## src/rtl/spi_ss_scheduler.sv

```systemverilog
// Two-requester SPI master with round-robin arbitration and a bit-reversed
// slave-select decoder address. Mode 0, MSB first, one transfer at a time.
module spi_ss_scheduler #(
  parameter int CLK_DIV = 4,
  parameter int DATA_W  = 8
) (
  input  logic              clk,
  input  logic              rst_n,
  input  logic              req0,
  input  logic              req1,
  input  logic [3:0]        addr0,
  input  logic [3:0]        addr1,
  input  logic [DATA_W-1:0] wdata0,
  input  logic [DATA_W-1:0] wdata1,
  output logic              ack0,
  output logic              ack1,
  output logic [DATA_W-1:0] rdata,
  output logic              busy,
  output logic              sclk,
  output logic              mosi,
  input  logic              miso,
  output logic [3:0]        ss_addr,
  output logic              ss_en
);

  localparam int BW = $clog2(DATA_W) + 1;

  typedef enum logic [2:0] {IDLE, CS_SETUP, SHIFT, CS_HOLD, DONE} state_t;

  state_t            state;
  logic [7:0]        div_cnt;
  logic [BW-1:0]     bit_cnt;
  logic [DATA_W-1:0] tx_sr;
  logic [DATA_W-1:0] rx_sr;
  logic              last_grant;
  logic              winner;
  logic              grant1;
  logic              div_wrap;
  logic [3:0]        win_addr;
  logic [DATA_W-1:0] win_data;

  // last_grant=1 means req1 was served last, so req0 wins a tie
  assign grant1   = req1 & (~req0 | ~last_grant);
  assign win_addr = grant1 ? addr1 : addr0;
  assign win_data = grant1 ? wdata1 : wdata0;
  assign div_wrap = (div_cnt == 8'(CLK_DIV - 1));

  // The transmit word is consumed from its top bit, so mosi is a flop output
  assign mosi = tx_sr[DATA_W-1];

  always_ff @(posedge clk or negedge rst_n) begin
    if (!rst_n) begin
      state      <= IDLE;
      div_cnt    <= '0;
      bit_cnt    <= '0;
      tx_sr      <= '0;
      rx_sr      <= '0;
      last_grant <= 1'b1;
      winner     <= 1'b0;
      ack0       <= 1'b0;
      ack1       <= 1'b0;
      rdata      <= '0;
      busy       <= 1'b0;
      sclk       <= 1'b0;
      ss_addr    <= '0;
      ss_en      <= 1'b0;
    end else begin
      ack0 <= 1'b0;
      ack1 <= 1'b0;
      case (state)
        IDLE: begin
          if (req0 || req1) begin
            state      <= CS_SETUP;
            busy       <= 1'b1;
            ss_en      <= 1'b1;
            sclk       <= 1'b0;
            winner     <= grant1;
            last_grant <= grant1;
            ss_addr    <= {win_addr[0], win_addr[1], win_addr[2], win_addr[3]};
            tx_sr      <= win_data;
            div_cnt    <= '0;
          end
        end
        CS_SETUP: begin
          if (div_wrap) begin
            div_cnt <= '0;
            bit_cnt <= '0;
            state   <= SHIFT;
          end else begin
            div_cnt <= div_cnt + 8'd1;
          end
        end
        SHIFT: begin
          // Each half-period ends with an sclk toggle: sample on rise, advance on fall
          if (div_wrap) begin
            div_cnt <= '0;
            sclk    <= ~sclk;
            if (!sclk) begin
              rx_sr <= {rx_sr[DATA_W-2:0], miso};
            end else if (bit_cnt == BW'(DATA_W - 1)) begin
              state <= CS_HOLD;
            end else begin
              bit_cnt <= bit_cnt + BW'(1);
              tx_sr   <= {tx_sr[DATA_W-2:0], 1'b0};
            end
          end else begin
            div_cnt <= div_cnt + 8'd1;
          end
        end
        CS_HOLD: begin
          if (div_wrap) begin
            div_cnt <= '0;
            state   <= DONE;
            ss_en   <= 1'b0;
            rdata   <= rx_sr;
            tx_sr   <= '0;
            ack0    <= ~winner;
            ack1    <= winner;
          end else begin
            div_cnt <= div_cnt + 8'd1;
          end
        end
        DONE: begin
          state <= IDLE;
          busy  <= 1'b0;
        end
        default: state <= IDLE;
      endcase
    end
  end

endmodule

```

## config.mk

```make
export PLATFORM = sky130hd
export DESIGN_NAME = spi_ss_scheduler
export DESIGN_NICKNAME = d
export VERILOG_FILES = /design/src/rtl/spi_ss_scheduler.sv
export SDC_FILE = /design/constraint.sdc
export NUM_CORES = 1
export LEC_CHECK = 0
export ABC_AREA = 1
export ABC_CLOCK_PERIOD_IN_PS = 3900
export CAP_MARGIN = 5
export CORE_MARGIN = 3
export CORE_UTILIZATION = 60
export CTS_CLUSTER_DIAMETER = 100
export CTS_CLUSTER_SIZE = 30
export DETAILED_ROUTE_END_ITERATION = 7
export DONT_BUFFER_PORTS = 1
export GPL_ROUTABILITY_DRIVEN = 0
export PLACE_DENSITY = 0.76
export SLEW_MARGIN = 20
export SYNTH_ARGS = -nofsm -noshare
export SYNTH_HDL_FRONTEND = slang
export SYNTH_SLANG_ARGS = --single-unit
```

## constraint.sdc

```tcl
create_clock -name clk -period 3.9 [get_ports clk]
set_input_delay 1.17 -clock clk [delete_from_list [all_inputs] [get_ports clk]]
set_output_delay 1.17 -clock clk [all_outputs]
set_load 0.005 [all_outputs]
```

Word level (Yosys, flattened, before mapping)
Index checks and enable logic that the tools add are counted.

word-level totals
  bits in registers = 50
  input port bits = 29
  word-level logic and storage cells = 88
  output and inout bits = 18

cells by class
  mux-type cells = 34
  reductions and logical operators = 19
  bitwise gates (word level) = 6
  equal/unequal tests = 13
  add/subtract/negate cells = 2

operators with widths
  cell                                                                    number
  8-bit two-way mux                                                       8
  8-bit case mux with 3 select lines                                      1
  4-bit two-way mux                                                       5
  3-bit two-way mux                                                       6
  8-bit case mux with 2 select lines                                      1
  2-bit inequality test (second input constant)                           7
  3-bit case mux with 4 select lines                                      1
  6-bit AND reduction                                                     2
  2-bit nonzero test                                                      5
  3-bit AND reduction                                                     3
  8-bit by 1-bit adder with 8-bit output (second input constant)          1
  8-bit by 2-bit equality test with 1-bit output (second input constant)  1
  1-bit two-way mux                                                       8
  4-bit case mux with 2 select lines                                      1
  2-bit AND reduction                                                     4
  3-bit by 2-bit equality test with 1-bit output (second input constant)  2
  1-bit case mux with 2 select lines                                      3
  5-bit AND reduction                                                     1
  4-bit by 1-bit adder with 4-bit output (second input constant)          1
  4-bit by 3-bit equality test with 1-bit output (second input constant)  1
  1-bit inverter                                                          4
  3-bit by 1-bit equality test with 1-bit output (second input constant)  1
  3-bit equality test (second input constant)                             1
  3-bit logical NOT                                                       1
  other kinds (5)                                                         5

Logic depth before layout (Yosys ltp)
Gate-level depths: netlist of run 1.

  word-level depth = 6
  depth in mapped cells = 10
  mapped depth without buffers = 9

Worst setup path before layout of run 1
No wires, ideal clock.

  path kind = input port to flip-flop
  start point = input req0
  end point = register tx_sr[4]
  stages on the path = 8
  slack = 1.866 ns
  arrival time = 1.969 ns
  data required time = 3.834 ns
  path through = nand2_1 -> nand2_1 -> inv_1 -> clkbuf_1 -> nor2_1 -> o21ai_0 -> nand3_1 -> nand2_1

on the way
  cells in the longest elaborated chain, start to end = 6
  elaborated cells between the ends (all ways) = 9
  those cells by class = eq/ne (1); mux (3); bitwise (3); reduce/logical (2)

RTL lines
  element                             RTL line  text
  start: declaration                  9         input logic req0,
  1-bit inverter                      43        assign grant1 = req1 & (~req0 | ~last_grant);
  1-bit bitwise OR                    43
  1-bit AND                           43
  8-bit two-way mux                   45        assign win_data = grant1 ? wdata1 : wdata0;
  8-bit two-way mux                   72        if (req0 || req1) begin
  8-bit case mux with 3 select lines  70        case (state)
  end signal: assignment              80        tx_sr <= win_data;
  end signal: assignment              104       tx_sr <= {tx_sr[DATA_W-2:0], 1'b0};
  end: declaration                    33        logic [DATA_W-1:0] tx_sr;

Parallel ways exist; a longest one is shown, timed or not. The select of a mux whose other input is x is not followed.
A chain may end at the register's enable or synchronous reset.

Worst setup path after layout of run 1
  start point = input req0
  end point = register tx_sr[5]

Same word-level chain as after synthesis.

==> results of run 1 <==
-- logic make-up (layout without fill, tap and decap cells) --
| group | count (synthesis) | in the layout | share of synthesized area |
|---|---|---|---|
| xor gates and xnor gates | 3 | 3 | 0.01079 |
| and+or+nand+nor | 153 | 153 | 0.2837 |
| buffers and inverters | 35 | 36 | 0.06166 |
| adders and majority gates | 2 | 2 | 0.01028 |
| AOI/OAI and AO/OA | 57 | 57 | 0.1192 |
| DFF | 50 | 50 | 0.5144 |
-- cell usage in the layout, fill, tap and decap left out, drive strengths merged --
cell       n
nand2     88
o21ai     51
dfrtp     49
nor2      35
inv       28
nand3     21
a21oi      5
clkbuf     5
nand3b     3
nand4      3
xor2       3
nor3       2
ha         2
clkinv     2
nor3b      1
o22ai      1
clkinvlp   1
dfstp      1
-- power by group --
| part | switching, mW | internal, mW | leakage (nW) |
|---|---|---|---|
| clock | 0.179 | 0.126 | 0.0441 |
| combinational | 0.336 | 0.152 | 0.502 |
| sequential | 0.0960 | 0.639 | 0.652 |
| total | 0.611 | 0.918 | 1.20 |
-- flip-flops by register name (all words and copies together), names as in the netlist --
| name | count |
|---|---|
| rx_sr | 8 |
| ss_en | 1 |
| ack0 | 1 |
| state | 3 |
| rdata | 8 |
| winner | 1 |
| sclk | 1 |
| last_grant | 1 |
| bit_cnt | 4 |
| ss_addr | 4 |
| div_cnt | 8 |
| ack1 | 1 |
| busy | 1 |
| tx_sr | 8 |
-- cell type report --
type / count / area, um2
Fill cell: 334 / 1259
Clock inverter: 3 / 21.27
Inverter: 28 / 105.1
Sequential cell: 50 / 1252
Multi-Input combinational cell: 215 / 1032
Tap cell: 48 / 60.06
Clock buffer: 5 / 68.82
-- critical path: cells and delay by family --
kind	cells	cell delay, ns
simple gates	5	0.53
compound gates	1	0.17
buf+inv	1	0.38
-- per-layer routing --
layer / share of wire / global-route usage / vias up / wire length [um]
met4: 0.013 / 0.05745 / 0 / 60
li1: - / - / 966 / -
met5: 0 / 0 / - / 0
met3: 0.054 / 0.05362 / 7 / 253
met2: 0.46 / 0.3400 / 52 / 2170
met1: 0.47 / 0.2948 / 891 / 2200
-- stage by stage --
step | cells | util | total power [mW] | cell area, um2
2_1_floorplan | 300 | - | 1.128 | 2435
3_3_place_gp | 341 | 0.6449 | 1.216 | 2450
6_report | 349 | 0.6686 | 1.529 | 2540
3_5_place_dp | 341 | 0.6449 | 1.233 | 2450
5_1_grt | 349 | 0.6686 | 1.657 | 2540
4_1_cts | 349 | 0.6686 | 1.534 | 2540
-- worst paths after layout --
check / slack (ns) / to / start
worst max-delay path: 1.90 / tx_sr[5] / req0
worst min-delay path: 0.43 / ack0 / winner
worst max register to register: 2.05 / tx_sr[5] / div_cnt[0]
worst min register to register: 0.43 / ack0 / winner
max in group asynchronous: 3.18 / last_grant / rst_n
min in group asynchronous: 0.54 / tx_sr[4] / rst_n
==> results by group, run 1 <==
Logic synthesis
  • Seq/Total Area, Yosys: 0.5144
  • Number of flops mapped to enable cells by yosys: 0
  • Avg Cell Area, Syn: 8.116 um2
  • Post-synthesis cell type count: 26
  • Most frequent cell after synthesis: nand2_1
  • Share of the synthesized area in the top cell type: 0.5036
  • Net Count, Synth: 331
  • Main area contributors after synthesis: dfrtp_1 (50%), nand2_1 (13%), o21ai_0 (6.4%), nor2_1 (4.3%), nand3_1 (3.9%)
  • Ys async rst share: 1.000
  • FF+latch count, synth: 50
  • Commonest cells in the netlist: nand2_1 (83), dfrtp_1 (49), o21ai_0 (31)
  • Primary FF master, synth: dfrtp_1
  • Post-synthesis cell count: 300
  • Syn Std Cell Area: 0.002435 mm2
  • Yosys warns: 0
  • Cell taking the most area after synthesis: dfrtp_1

Clocking
  • Worst skew pair latency: 0.31 ns
  • Num CTS Buffers: 5
  • Post_cts resized: 0
  • Clock root cell: clkbuf_8
  • Hold_buf cts: 0
  • H-tree depth: 2
  • Clock transition at path regs: 0.10 ns
  • CTS tree: done
  • Clock tree buffer depth: 2
  • Num Clock Sinks: 50
  • Postcts setup bufs: 0

Worst setup path
  • Setup Crit Path Kind: in -> reg
  • Slowest stage delay, CP: 0.38 ns
  • WP data required: 4.15 ns
  • Worst-path cell chain: nand2_1 -> nand2_1 -> inv_1 -> nor2_1 -> o21ai_0 -> nand3_1 -> nand2_1
  • Worst path slowest cell: inv_1
  • CP most frequent cell: nand2_1
  • WP data arrival: 2.25 ns
  • R2r worst-path depth: 8
  • Critical Path End Type: flip-flop
  • CP startpoint kind: primary input
  • Critical Path Fanout Max: 13

STA
  • Rel. slew slack: 0.7250
  • Setup TNS: 0 ns
  • RSZ-0062 raised after global routing: no
  • Max-slew violations: 0
  • Fmax: 500.6 MHz
  • Min Tclk post-route: 1.998 ns
  • Hold Fails Final Rpt: 0
  • Final setup fails: 0
  • Tightest Pin Transition: 0.4125 ns
  • Fin Hold WS: 0.4251 ns
  • Layout Skew: 0.009130 ns
  • Crit share post-route: 0.5122
  • Final worst setup slack: 1.902 ns

Power and ir drop
  • P per Cell Area: 601.8 mW/mm2
  • Maximum VDD drop: 0.3135 mV
  • Leakage power figure: 1.198 nW

Routing
  • Final antenna-violating net count: 0
  • Drt total wl: 4.685 mm
  • Drt first-iter violations: 210
  • DR WL/cell: 13.42 um
  • Via Count: 1916
  • DRT Pass-1 Iters: 4
  • Residual DRC: 0
  • Vias per cell: 5.490

Floorplan
  • Die X: 69.70 um
  • Die area: 0.004858 mm2
  • Num rows: 22
  • Initial Utilization: 0.6410
  • # IOs: 47
  • Core area: 0.003799 mm2
  • Chip Height: 69.70 um

Layout
  • Syn-to-layout area delta: 4.317%
  • Ant. Diodes: 0
  • Layout cells sized above 1: 0.09635
  • Final nets: 331

Worst hold path
  • Hold depth: 1
  • Hold WC Path Type: reg -> reg

GRT
  • Total Routing Usage GR: 0.2141
  • Vias in the first global route: 1890
  • First-pass GRT wire length: 8.528 mm
  • Largest net degree at the start of global routing: 51
  • GRT overflow: 0
  • Antenna violations before repair: 0

Flow run
  • Max-Cap Viols: 0

Place
  • Pre-CTS setup slack: 1.599 ns
  • Final HPWL DP: 3.361 mm
  • Buffers on Ports: 0

Outcome
  • Outcome: complete, no violations
Note: power is estimated with default switching activity, not from simulation.
==> inputs of run 2 (changes only) <==
Settings changed: ABC_CLOCK_PERIOD_IN_PS 3900 to 2100.
Clock period 3.9 ns to 2.1 ns, I/O delays scaled along.
==> run 2 against run 1 <==
  * Combinational power rose by 94%
  * Non-clock buffer count rose by 3
  * Via count rose by 1.4%
==> results by group, run 2 (same netlist as run 1, synthesis figures left out) <==
STA
  • Max-slew violations: 0 (unchanged)
  • Min Tclk post-route: 1.804 ns
  • Tightest Pin Transition: 0.4132 ns (+0.0007088 ns)
  • Final worst setup slack: 0.2963 ns (-1.606 ns)
  • Final setup fails: 0 (unchanged)
  • Setup TNS: 0 ns (unchanged)
  • Rel. slew slack: 0.7245 (about the same)
  • Crit share post-route: 0.8589
  • Fmax: 554.4 MHz
  • RSZ-0062 raised after global routing: no
  • Layout Skew: 0.007234 ns (-0.001895 ns)
  • Hold Fails Final Rpt: 0 (unchanged)

Worst setup path
  • CP most frequent cell: nand2_1
  • CP Buf/Inv Count: 0 (-1)
  • Critical Path Fanout Max: 9 (-4)
  • Slowest stage delay, CP: 0.38 ns (about the same)
  • Worst R2R Start: div_cnt[0]
  • Worst-path cell chain: ha_1 -> nand2_1 -> nor2_4 -> nor2_1 -> nor2_2 -> nand2_2 -> nand2_1 -> nand2_1
  • Worst path slowest cell: dfrtp_1
  • R2R setup slack: 0.30 ns (-1.75 ns)
  • CP startpoint kind: flip-flop
  • Setup Crit Path Kind: reg -> reg
  • R2r worst-path depth: 8 (unchanged)
  • WP data required: 2.29 ns (-1.86 ns)
  • CP delay by family, top: simple AND/OR/NAND/NOR gates
  • Critical Path End Type: flip-flop
  • WP data arrival: 1.99 ns (-0.26 ns)
  • RR Endpoint: tx_sr[7]

Power and ir drop
  • P per Cell Area: 1146 mW/mm2 (+90%)
  • Leakage power figure: 1.227 nW (+2.4%)
  • Maximum VDD drop: 0.7842 mV (+150%)

GRT
  • GRT overflow: 0 (unchanged)
  • Antenna violations before repair: 0 (unchanged)
  • Largest net degree at the start of global routing: 51 (unchanged)
  • Vias in the first global route: 1836 (-2.9%)
  • First-pass GRT wire length: 8.252 mm (-3.2%)
  • Total Routing Usage GR: 0.2092 (-0.004899)

Floorplan
  • Core area: 0.003799 mm2 (unchanged)
  • Die area: 0.004858 mm2 (unchanged)
  • Chip Height: 69.70 um (unchanged)
  • Die X: 69.70 um (unchanged)
  • Initial Utilization: 0.6410 (unchanged)
  • # IOs: 47 (unchanged)
  • Num rows: 22 (unchanged)

Routing
  • Vias per cell: 5.533 (+0.78%)
  • Residual DRC: 0 (unchanged)
  • DRT Pass-1 Iters: 5 (+1)
  • Via Count: 1942 (+1.4%)
  • Drt first-iter violations: 153 (-27%)
  • DR WL/cell: 13.85 um (+3.2%)
  • Drt total wl: 4.863 mm (+3.8%)
  • Final antenna-violating net count: 0 (unchanged)

Clocking
  • Clock tree buffer depth: 2 (unchanged)
  • Num Clock Sinks: 50 (unchanged)
  • H-tree depth: 2 (unchanged)
  • Postcts setup bufs: 0 (unchanged)
  • CTS tree: done
  • Clock root cell: clkbuf_8
  • Worst skew pair latency: 0.30 ns (about the same)
  • Clock transition at path regs: 0.09 ns (about the same)
  • Num CTS Buffers: 5 (unchanged)

Place
  • Final HPWL DP: 3.428 mm (+2.0%)
  • Pre-CTS setup slack: 0.3429 ns (-1.256 ns)
  • Buffers on Ports: 0 (unchanged)
  • Placed cell areas: 0.002457 mm2 (+0.31%)

Worst hold path
  • Hold WC Path Type: in -> async

Layout
  • Most frequent cells in the layout: nand2_1 (83), dfrtp_1 (49), o21ai_0 (31), nor2_1 (28), inv_1 (23)
  • Most common cell after layout, fill and taps aside: nand2_1
  • Filler cell count: 324 (-3.0%)
  • Final nets: 334 (+0.91%)
  • Layout cells sized above 1: 0.09901 (+0.002664)
  • Ant. Diodes: 0 (unchanged)
  • Syn-to-layout area delta: 6.578%
  • Fin area: 0.002595 mm2 (+2.2%)

Outcome
  • Outcome: complete, no violations

Flow run
  • Max-Cap Viols: 0 (unchanged)
[run 2: cell count changes in the layout (fill, tap and decap cells not counted), sizes merged]
cell / change
dlygate4sd3: +1
buf: +2
clkinv: -1
bufinv: +1
clkinvlp: -1
[run 2: per-stage QoR]
stage                     std cells  total power, mW  hold WS, ns  utilization
final                           351            2.975      0.02080       0.6831
after global routing            351            3.208     0.003239       0.6831
after CTS                       349            2.968     0.004482       0.6752
after detailed placement        342            2.308       0.3356       0.6469
after global placement          342            2.263       0.3356       0.6469
after floorplan                 300            2.095       0.3344            -
[run 2: power breakdown]
group          switching, mW  internal, mW
sequential             0.185          1.19
combinational          0.653         0.293
clock                  0.305         0.350
total                   1.14          1.83
[run 2: final cells by class]
cell class	count	area, um2	area share
tap	48	60.06	0.02314
clock inverter	2	38.79	0.01495
multi-input combinational	215	1032	0.3978
inverter	28	105.1	0.04050
timing repair buffer	3	37.54	0.01446
sequential	50	1252	0.4826
clock buffer	5	68.82	0.02652
[run 2: timing repair]
action,in CTS,in global routing
hold buffers,0,2
resized for setup,0,0
endpoints found under the hold margin,0,29
[run 2: how the worst max path moves through the flow]
stage                     startpoint  endpoint  slack, ns  depth (start not counted)
after floorplan           div_cnt[0]  tx_sr[0]       0.59                          8
after global placement    div_cnt[0]  tx_sr[7]       0.43                          8
after detailed placement  div_cnt[0]  tx_sr[7]       0.34                          8
after CTS                 div_cnt[0]  tx_sr[7]       0.32                          8
after global routing      div_cnt[0]  tx_sr[7]       0.13                          8
final                     div_cnt[0]  tx_sr[7]       0.30                          8
[run 2: per-layer routing]
layer / wire, um / vias to the layer above / part of all wire / track usage
met5: 0 / - / 0 / 0
met4: 123 / 0 / 0.025 / 0.1000
met3: 267 / 13 / 0.055 / 0.04493
met2: 2209 / 56 / 0.45 / 0.3104
met1: 2264 / 901 / 0.47 / 0.2923
li1: - / 972 / - / -
